File: config.mk
export PLATFORM = sky130hd
export DESIGN_NAME = fadd_result_collector
export DESIGN_NICKNAME = d
export VERILOG_FILES = /design/src/rtl/fadd_pkg.sv /design/src/rtl/fadd_result_fifo.sv /design/src/rtl/fadd_result_collector.sv
export SDC_FILE = /design/constraint.sdc
export NUM_CORES = 1
export LEC_CHECK = 0
export CORE_MARGIN = 5
export CORE_UTILIZATION = 40
export DETAILED_ROUTE_END_ITERATION = 12
export HOLD_SLACK_MARGIN = 0.15
export PLACE_DENSITY = 0.67
export SYNTH_ARGS = -nofsm -noshare
export SYNTH_HDL_FRONTEND = slang
export SYNTH_SLANG_ARGS = --single-unit
export TNS_END_PERCENT = 30
File: constraint.sdc
create_clock -name clk -period 4.52 [get_ports clk]
set_clock_uncertainty 0.2 [all_clocks]
set_input_delay 0.452 -clock clk [delete_from_list [all_inputs] [get_ports clk]]
set_output_delay 0.452 -clock clk [all_outputs]
set_load 0.05 [all_outputs]
File: src/rtl/fadd_pkg.sv
// Shared widths, flag bit positions and IEEE-754 single-precision classifiers
// for the adder issue/collect wrapper.
package fadd_pkg;

    localparam int EXP_W = 8;
    localparam int MAN_W = 23;
    localparam logic [EXP_W-1:0] EXP_ALL1 = 8'hFF;

    localparam int FLAG_ZERO    = 0;
    localparam int FLAG_INF     = 1;
    localparam int FLAG_NAN     = 2;
    localparam int FLAG_INVALID = 3;

    function automatic logic is_nan(input logic [31:0] f);
        return (f[MAN_W +: EXP_W] == EXP_ALL1) && (f[MAN_W-1:0] != '0);
    endfunction

    // Signaling NaN: quiet bit (top mantissa bit) clear
    function automatic logic is_snan(input logic [31:0] f);
        return is_nan(f) && !f[MAN_W-1];
    endfunction

    function automatic logic is_inf(input logic [31:0] f);
        return (f[MAN_W +: EXP_W] == EXP_ALL1) && (f[MAN_W-1:0] == '0);
    endfunction

    function automatic logic is_zero(input logic [31:0] f);
        return f[30:0] == '0;
    endfunction

endpackage

File: src/rtl/fadd_result_fifo.sv
// Synchronous FIFO holding captured {result, tag, flags} entries; head is read
// straight from registered storage so outputs are stable while stalled.
module fadd_result_fifo #(
    parameter int W     = 40,
    parameter int DEPTH = 8
) (
    input  logic                       clk,
    input  logic                       rst,
    input  logic                       push,
    input  logic [W-1:0]               wdata,
    input  logic                       pop,
    output logic [W-1:0]               rdata,
    output logic                       valid,
    output logic [$clog2(DEPTH):0]     count
);

    localparam int AW = $clog2(DEPTH);
    localparam int CW = AW + 1;

    logic [W-1:0]  mem [DEPTH];
    logic [AW-1:0] wr_ptr, rd_ptr;
    logic          pop_ok;
    logic          full;

    assign valid  = (count != '0);
    assign full   = (count == CW'(DEPTH));
    assign pop_ok = pop && valid;
    assign rdata  = mem[rd_ptr];

    // Storage is cleared too so the head reads as zero out of reset
    always_ff @(posedge clk or negedge rst) begin
        if (!rst) begin
            for (int i = 0; i < DEPTH; i++) mem[i] <= '0;
            wr_ptr <= '0;
            rd_ptr <= '0;
            count  <= '0;
        end else begin
            if (push) begin
                mem[wr_ptr] <= wdata;
                wr_ptr      <= wr_ptr + 1'b1;
            end
            if (pop_ok) rd_ptr <= rd_ptr + 1'b1;
            case ({push, pop_ok})
                2'b10:   count <= count + 1'b1;
                2'b01:   count <= count - 1'b1;
                default: count <= count;
            endcase
        end
    end

    a_no_overflow: assert property (@(posedge clk) disable iff (!rst) !(push && full));

endmodule

File: src/rtl/fadd_result_collector.sv
// Issue/collect wrapper around a fixed-latency, non-stalling FP adder: tracks
// issued ops in a delay line, captures results with flags, throttles by credit.
module fadd_result_collector
    import fadd_pkg::*;
#(
    parameter int LATENCY = 4,
    parameter int DEPTH   = 8,
    parameter int TAG_W   = 4
) (
    input  logic                     clk,
    input  logic                     rst,
    input  logic                     in_valid,
    output logic                     in_ready,
    input  logic [31:0]              in_a,
    input  logic [31:0]              in_b,
    input  logic                     in_op,
    input  logic [TAG_W-1:0]         in_tag,
    output logic [31:0]              fadd_a,
    output logic [31:0]              fadd_b,
    output logic                     fadd_op,
    input  logic [31:0]              fadd_result,
    output logic                     out_valid,
    input  logic                     out_ready,
    output logic [31:0]              out_result,
    output logic [TAG_W-1:0]         out_tag,
    output logic [3:0]               out_flags,
    output logic [$clog2(DEPTH):0]   occupancy
);

    localparam int OCC_W = $clog2(DEPTH) + 1;
    localparam int FW    = 32 + TAG_W + 4;

    logic [LATENCY-1:0]            vld_pipe;
    logic [LATENCY-1:0]            inv_pipe;
    logic [LATENCY-1:0][TAG_W-1:0] tag_pipe;

    logic             accept;
    logic             issue_inv;
    logic [OCC_W-1:0] inflight;
    logic [OCC_W-1:0] fifo_count;
    logic [3:0]       res_flags;
    logic [FW-1:0]    fifo_wdata, fifo_rdata;

    assign fadd_a  = in_a;
    assign fadd_b  = in_b;
    assign fadd_op = in_op;
    assign accept  = in_valid && in_ready;

    // Invalid is an operand property, so it must be decided at issue time
    assign issue_inv = is_snan(in_a) || is_snan(in_b) ||
                       (is_inf(in_a) && is_inf(in_b) && (in_a[31] ^ in_b[31] ^ in_op));

    always_ff @(posedge clk or negedge rst) begin
        if (!rst) begin
            vld_pipe <= '0;
            inv_pipe <= '0;
            tag_pipe <= '0;
        end else begin
            vld_pipe[0] <= accept;
            inv_pipe[0] <= issue_inv;
            tag_pipe[0] <= in_tag;
            for (int i = 1; i < LATENCY; i++) begin
                vld_pipe[i] <= vld_pipe[i-1];
                inv_pipe[i] <= inv_pipe[i-1];
                tag_pipe[i] <= tag_pipe[i-1];
            end
        end
    end

    always_comb begin
        inflight = '0;
        for (int i = 0; i < LATENCY; i++) inflight = inflight + OCC_W'(vld_pipe[i]);
    end

    // Credit counts in-flight ops as already occupying FIFO slots
    assign occupancy = fifo_count + inflight;
    assign in_ready  = (occupancy < OCC_W'(DEPTH));

    always_comb begin
        res_flags               = '0;
        res_flags[FLAG_INVALID] = inv_pipe[LATENCY-1];
        res_flags[FLAG_NAN]     = is_nan(fadd_result);
        res_flags[FLAG_INF]     = is_inf(fadd_result);
        res_flags[FLAG_ZERO]    = is_zero(fadd_result);
    end

    assign fifo_wdata = {fadd_result, tag_pipe[LATENCY-1], res_flags};

    fadd_result_fifo #(
        .W     (FW),
        .DEPTH (DEPTH)
    ) u_fifo (
        .clk   (clk),
        .rst   (rst),
        .push  (vld_pipe[LATENCY-1]),
        .wdata (fifo_wdata),
        .pop   (out_ready),
        .rdata (fifo_rdata),
        .valid (out_valid),
        .count (fifo_count)
    );

    assign {out_result, out_tag, out_flags} = fifo_rdata;

endmodule

# Yosys cells after proc, flatten, opt, wreduce, memory -nomap -nowiden
# Index checks and enable logic that the tools add are counted.
[word_totals] regBits=354 latchBits=0 mem_bits_rw=0 mem_bits_ro=0 inputBits=105 wordCells=71 mem_count=0
[op_classes] n_addsub=8 mul=0 div_mod_pow=0 n_lt_le_gt_ge=4 eq_ne=5 shifts=0 mux=7 n_bitwise=4 reduce_logical=26
[ops] operator="bitwise mux 320 bit" n=1
[ops] operator="binary-select mux 40 bit (select 3 bit)" n=1
[ops] operator="demux 40 bit (select 3 bit)" n=1
[ops] operator="two-way mux 40 bit" n=3
[ops] operator="logical NOT 23 bit" n=3
[ops] operator="nonzero test 23 bit" n=3
[ops] operator="logical NOT 31 bit" n=1
[ops] operator="== test 8 bit (second input constant)" n=3
[ops] operator="logical AND 1 bit" n=13
[ops] operator="greater-or-equal comparator 4 bit (second input constant)" n=2
[ops] operator="inverter 3 -> 4 bit" n=2
[ops] operator="one-hot mux 4 bit (2 select lines)" n=1
[ops] operator="adder 3 x 1 -> 3 bit (second input constant)" n=2
[ops] operator="adder 3 x 1 -> 4 bit" n=1
[ops] operator="adder 4 x 1 -> 4 bit (second input constant)" n=1
[ops] operator="adder 4 bit" n=1
[ops] operator="< comparator 4 x 1 -> 1 bit (second input constant)" n=1
[ops] operator="< comparator 4 bit (second input constant)" n=1
[ops] operator="nonzero test 4 bit" n=1
[ops] operator="subtractor 4 x 1 -> 4 bit (second input constant)" n=1
[ops] operator="adder 2 x 1 -> 3 bit" n=1
[ops] operator="adder 1 x 1 -> 2 bit" n=1
[ops] operator="== test 2 x 1 -> 1 bit (second input constant)" n=1
[ops] operator="== test 2 bit (second input constant)" n=1
[ops] operator="4 further kinds" n=7

# Depth between registers and ports, before layout
[logic_depth] ltp_word=6 mapped_depth=11 ltp_nobuf=9

# Hierarchy
# A second synthesis with hierarchy kept.
[hier_totals] cells_unflattened=1019 area_unflattened_um2=16600.9
[modules_own_cells] mod="fadd_result_fifo" instances=1 cells_each=870 area_per_inst_um2=15113.2 seq_area_each_um2=8257.9
[modules_own_cells] mod="fadd_result_collector" instances=1 cells_each=149 area_per_inst_um2=1487.7 seq_area_each_um2=600.6

# Least setup slack after synthesis
# OpenSTA, ideal clock, no wires.
[synth_timing] kind="register to output" start="register vld_pipe[0]" end="output port occupancy[3]" t_arrival_ps=2842 t_required_ps=3868 path_slack_ps=1026 stages_incl_launch_ff=7 path_buffers=0 cell_sequence="dfrtp_1 fa_1 fa_1 a21oi_1 nor2b_1 xnor2_1 inv_1"
[synth_between] elab_chain_cells=4
[synth_lines] element="from (decl)" line="fadd_result_collector.sv:33" text="logic [LATENCY-1:0] vld_pipe;"
[synth_lines] element="from (signal assigned)" line="fadd_result_collector.sv:59" text="vld_pipe[0] <= accept;"
[synth_lines] element="from (signal, indexed assignment)" line="fadd_result_collector.sv:63" text="vld_pipe[i] <= vld_pipe[i-1];"
[synth_lines] element="adder 1 x 1 -> 2 bit" line="fadd_result_collector.sv:72" text="for (int i = 0; i < LATENCY; i++) inflight = inflight + OCC_W'(vld_pipe[i]);"
[synth_lines] element="adder 2 x 1 -> 3 bit" line="fadd_result_collector.sv:72"
[synth_lines] element="adder 3 x 1 -> 4 bit" line="fadd_result_collector.sv:72"
[synth_lines] element="adder 4 bit" line="fadd_result_collector.sv:76" text="assign occupancy = fifo_count + inflight;"
[synth_lines] element="to (decl)" line="fadd_result_collector.sv:27" text="output logic [$clog2(DEPTH):0] occupancy"
# Every way passes these cells.

# Final worst setup path
[layout_timing] start="register vld_pipe[3]" end="output port occupancy[1]"
[layout_between] elab_chain_cells=2
[layout_lines] element="adder 3 x 1 -> 4 bit" line="fadd_result_collector.sv:72"
[layout_lines] element="adder 4 bit" line="fadd_result_collector.sv:76"
# Every way passes these cells.

==> results.yml <==
die:
  row_count: 74
  dieHeight_um: 213
  ios: 216
  die_x_um: 213
  start_util_pct: 40.4
  die_area_sq_um: 45300
  core-area_sq_um: 40800
clocking:
  htreeDepth: 2
  cts_tree: "done"
  cts_resized: 0
  cts_made_buffers: 40
  path_clk_slew_ns: 0.06
  clock_sinks: 354
  clk_latency_ns: 0.53
  clk_path_buf_depth: 3
  cts_root_buf: "clkbuf_16"
global_route:
  grt_max_degree: 129
  grt_util_all_layers_pct: 18.4
  grt_first_pass_wirelength_mm: 65.8
  gr-total-overflow: 0
  met1_usage_pct: 24.3
  use_met3_pct: 4.08
  grt_pass1_vias: 11700
  gr-max-usage-layer: "met2"
  antenna_found_initial: 2
  grtUsageMet2_pct: 31.2
synth:
  ys_warn_count: 0
  ys_seq_area_share_pct: 53.8
  synthArstFlopShare_pct: 100
  synthFlopType: "dfrtp_1"
  yosysTopAreaCell: "dfrtp_1"
  syn_area_sq_um: 16500
  ys_ff_latch: 354
  synthCells: 1394
  avgSynthCellArea_sq_um: 11.8
  synth_edf_count: 0
  synth_cell_types: 41
  netlist_top_cells_area: "dfrtp_1, mux2_2, mux4_2"
  yosysTopAreaCellShare_pct: 53.8
  syn_nets: 1508
detailed_routing:
  drtPass1Iterations: 7
  drc_errors: 0
  via_per_inst: 5.24
  dr.first_iter.drc_count: 735
  via_count: 10800
  routedWlPerCell_um: 20.2
  wl_mm: 41.5
  antenna_left: 0
setup_path:
  worst-setup-path-type: "reg -> out"
  reg2regPathDepth: 4
  r2r-start: "u_fifo.wr_ptr[0]$_DFFE_PN0P_"
  worst_ep_arrival_time_ns: 3.39
  startpoint_type: "flop"
  regToRegSetupSlack_ns: 1.74
  crit_path_start: "vld_pipe[3]$_DFF_PN0_"
  crit_end: "occupancy[1]"
  cp_max_fo: 11
  required_ns: 3.87
  cp-end-kind: "output pin"
  timing.rr.end: "u_fifo.mem[178]$_DFFE_PN0P_"
timing:
  setup_violations: 0
  fmax_ghz: 0.247
  worst-slew-pin-transition_ns: 1.19
  slew_viol_final: 0
  min_period_over_period_pct: 89.5
  hold_violations: 0
  fin_crit_ns: 4.05
  relSlewSlack_pct: 20.9
  fin_setup_tns_ns: 0
  rsz0062_at_grt: "no"
layout:
  n_fill_cell: 3524
  antenna_cells: 0
  syn_to_final_growth_pct: 21.2
  layout-drive-gt1-share_pct: 24.8
  stdcell_area_sq_um: 20000
  multi_input_area_sq_um: 6600
  seqCellArea_sq_um: 8870
  fin_nets: 1611
power:
  leakage_uw: 0.00881
  p_per_area_nw_per_um2: 835
  power_uw: 16700
  ir_worst_vdd_uv: 733
run:
  maxCapViolCount: 0
placement:
  dpl-instance-area_sq_um: 18500
  gp_congestion: 0.858
  numPortBuffers: 215
  hpwl_mm: 24.9
outcome:
  run_status: "complete, no violations"
worst_hold_path:
  hp-class: "reg -> reg"
[through the flow]
stage	hold WS (ns)	worst slack [ns]	instances	utilization, %
after floorplan	-0.0436	1.03	1394	-
after global placement	0.132	0.994	1982	45.3
after detailed placement	0.135	0.997	1982	45.3
after CTS	0.150	0.440	2059	48.9
after global routing	0.150	0.237	2059	48.9
final	0.146	0.474	2059	48.9
[cell type report]
class,instances,area share [%]
Clock buffer,54,5.83
Clock inverter,18,1.28
Inverter,6,0.113
Multi-Input combinational cell,859,33.1
Sequential cell,354,44.4
Tap cell,532,3.33
Timing Repair Buffer,236,12.0
[worst min path at each step]
| stage | start | to | slack [ns] | depth (start not counted) |
|---|---|---|---|---|
| floorplan | rst | fifo_wdata[4]$_DFF_PN0_ | -0.04 | 0 |
| global placement | tag_pipe[11]$_DFF_PN0_ | fifo_wdata[7]$_DFF_PN0_ | 0.13 | 0 |
| detailed placement | tag_pipe[8]$_DFF_PN0_ | fifo_wdata[4]$_DFF_PN0_ | 0.13 | 0 |
| CTS | tag_pipe[4]$_DFF_PN0_ | tag_pipe[8]$_DFF_PN0_ | 0.15 | 0 |
| global route | tag_pipe[0]$_DFF_PN0_ | tag_pipe[4]$_DFF_PN0_ | 0.15 | 0 |
| finish | tag_pipe[7]$_DFF_PN0_ | tag_pipe[11]$_DFF_PN0_ | 0.15 | 0 |
[sequential cells by signal, indices dropped and copies added, names as in the netlist]
| signal | cells |
|---|---|
| inv_pipe | 4 |
| u_fifo.rd_ptr | 3 |
| fifo_wdata | 4 |
| u_fifo.wr_ptr | 3 |
| u_fifo.mem | 320 |
| vld_pipe | 4 |
| u_fifo.count | 4 |
| tag_pipe | 12 |
[critical path, stage by stage (launching register included)]
cell and delay (ns):
dfrtp_1 0.59, fa_1 0.51, fa_1 0.41, inv_1 0.09, fa_1 0.41, inv_1 0.06, clkdlybuf4s50_1 0.80
[routing by layer]
metal / part of all wire (%) / vias to the layer above / routed length, um
li1: - / 4854 / -
met1: 41 / 5527 / 17200
met2: 50 / 343 / 20600
met3: 6.8 / 68 / 2820
met4: 2.1 / 4 / 886
met5: 0.065 / - / 27
[report_power, final]
| part | switching, uW | internal [uW] |
|---|---|---|
| clock | 1280 | 2150 |
| combinational | 4140 | 3520 |
| sequential | 934 | 4650 |
| total | 6350 | 10300 |
[cells in the mapped netlist (all sizes together), types with 3 or more instances]
| cell type | n |
|---|---|
| nor3 | 5 |
| clkbuf | 44 |
| nor2 | 4 |
| nand2 | 476 |
| inv | 6 |
| buf | 131 |
| nand3 | 5 |
| and2 | 5 |
| dfrtp | 354 |
| xnor2 | 7 |
| o21ai | 27 |
| mux4 | 80 |
| nor2b | 4 |
| mux2 | 191 |
| xor2 | 6 |
| ha | 6 |
| or4 | 4 |
| fa | 3 |
| nor4 | 16 |
| nand4 | 10 |
[cells by family after synthesis]
family	Yosys count	share of synthesized area, %
AO/OA/AOI/OAI	33	1.09
XOR/XNOR	13	0.691
adder cells (fa/ha/maj)	9	0.820
buffers and inverters	181	6.35
flip-flops	354	53.8
multiplexers	271	24.0
AND/OR/NAND/NOR	533	13.3
[placed cells by master (no fill, tap or decap), drive strengths merged]
cell | Yosys | final
mux2 | 191 | 191
clkinv | 0 | 8
dlygate4sd3 | 0 | 5
nor2b | 4 | 4
nor4b | 1 | 1
nand3 | 5 | 5
and2 | 5 | 5
xnor2 | 7 | 7
fa | 3 | 3
and3 | 1 | 1
a21oi | 2 | 2
inv | 6 | 8
mux4 | 80 | 80
o311ai | 1 | 1
bufinv | 0 | 6
ha | 6 | 6
o211ai | 1 | 1
a211o | 2 | 2
nor3b | 1 | 1
buf | 131 | 17
nor4 | 16 | 16
nand2 | 476 | 476
clkbuf | 44 | 54
nor3 | 5 | 5
clkdlybuf4s50 | 0 | 214
or4 | 4 | 4
nor2 | 4 | 4
nand4 | 10 | 10
dfrtp | 354 | 354
clkinvlp | 0 | 2
xor2 | 6 | 6
and4 | 1 | 1
o21ai | 27 | 27
[repair_timing]
| action | CTS | global route |
|---|---|---|
| endpoints found under the hold margin | 129 | 0 |
| setup buffers | 0 | 0 |
| hold buffers | 5 | 0 |
No activity file was read; power rests on OpenSTA's default activity.
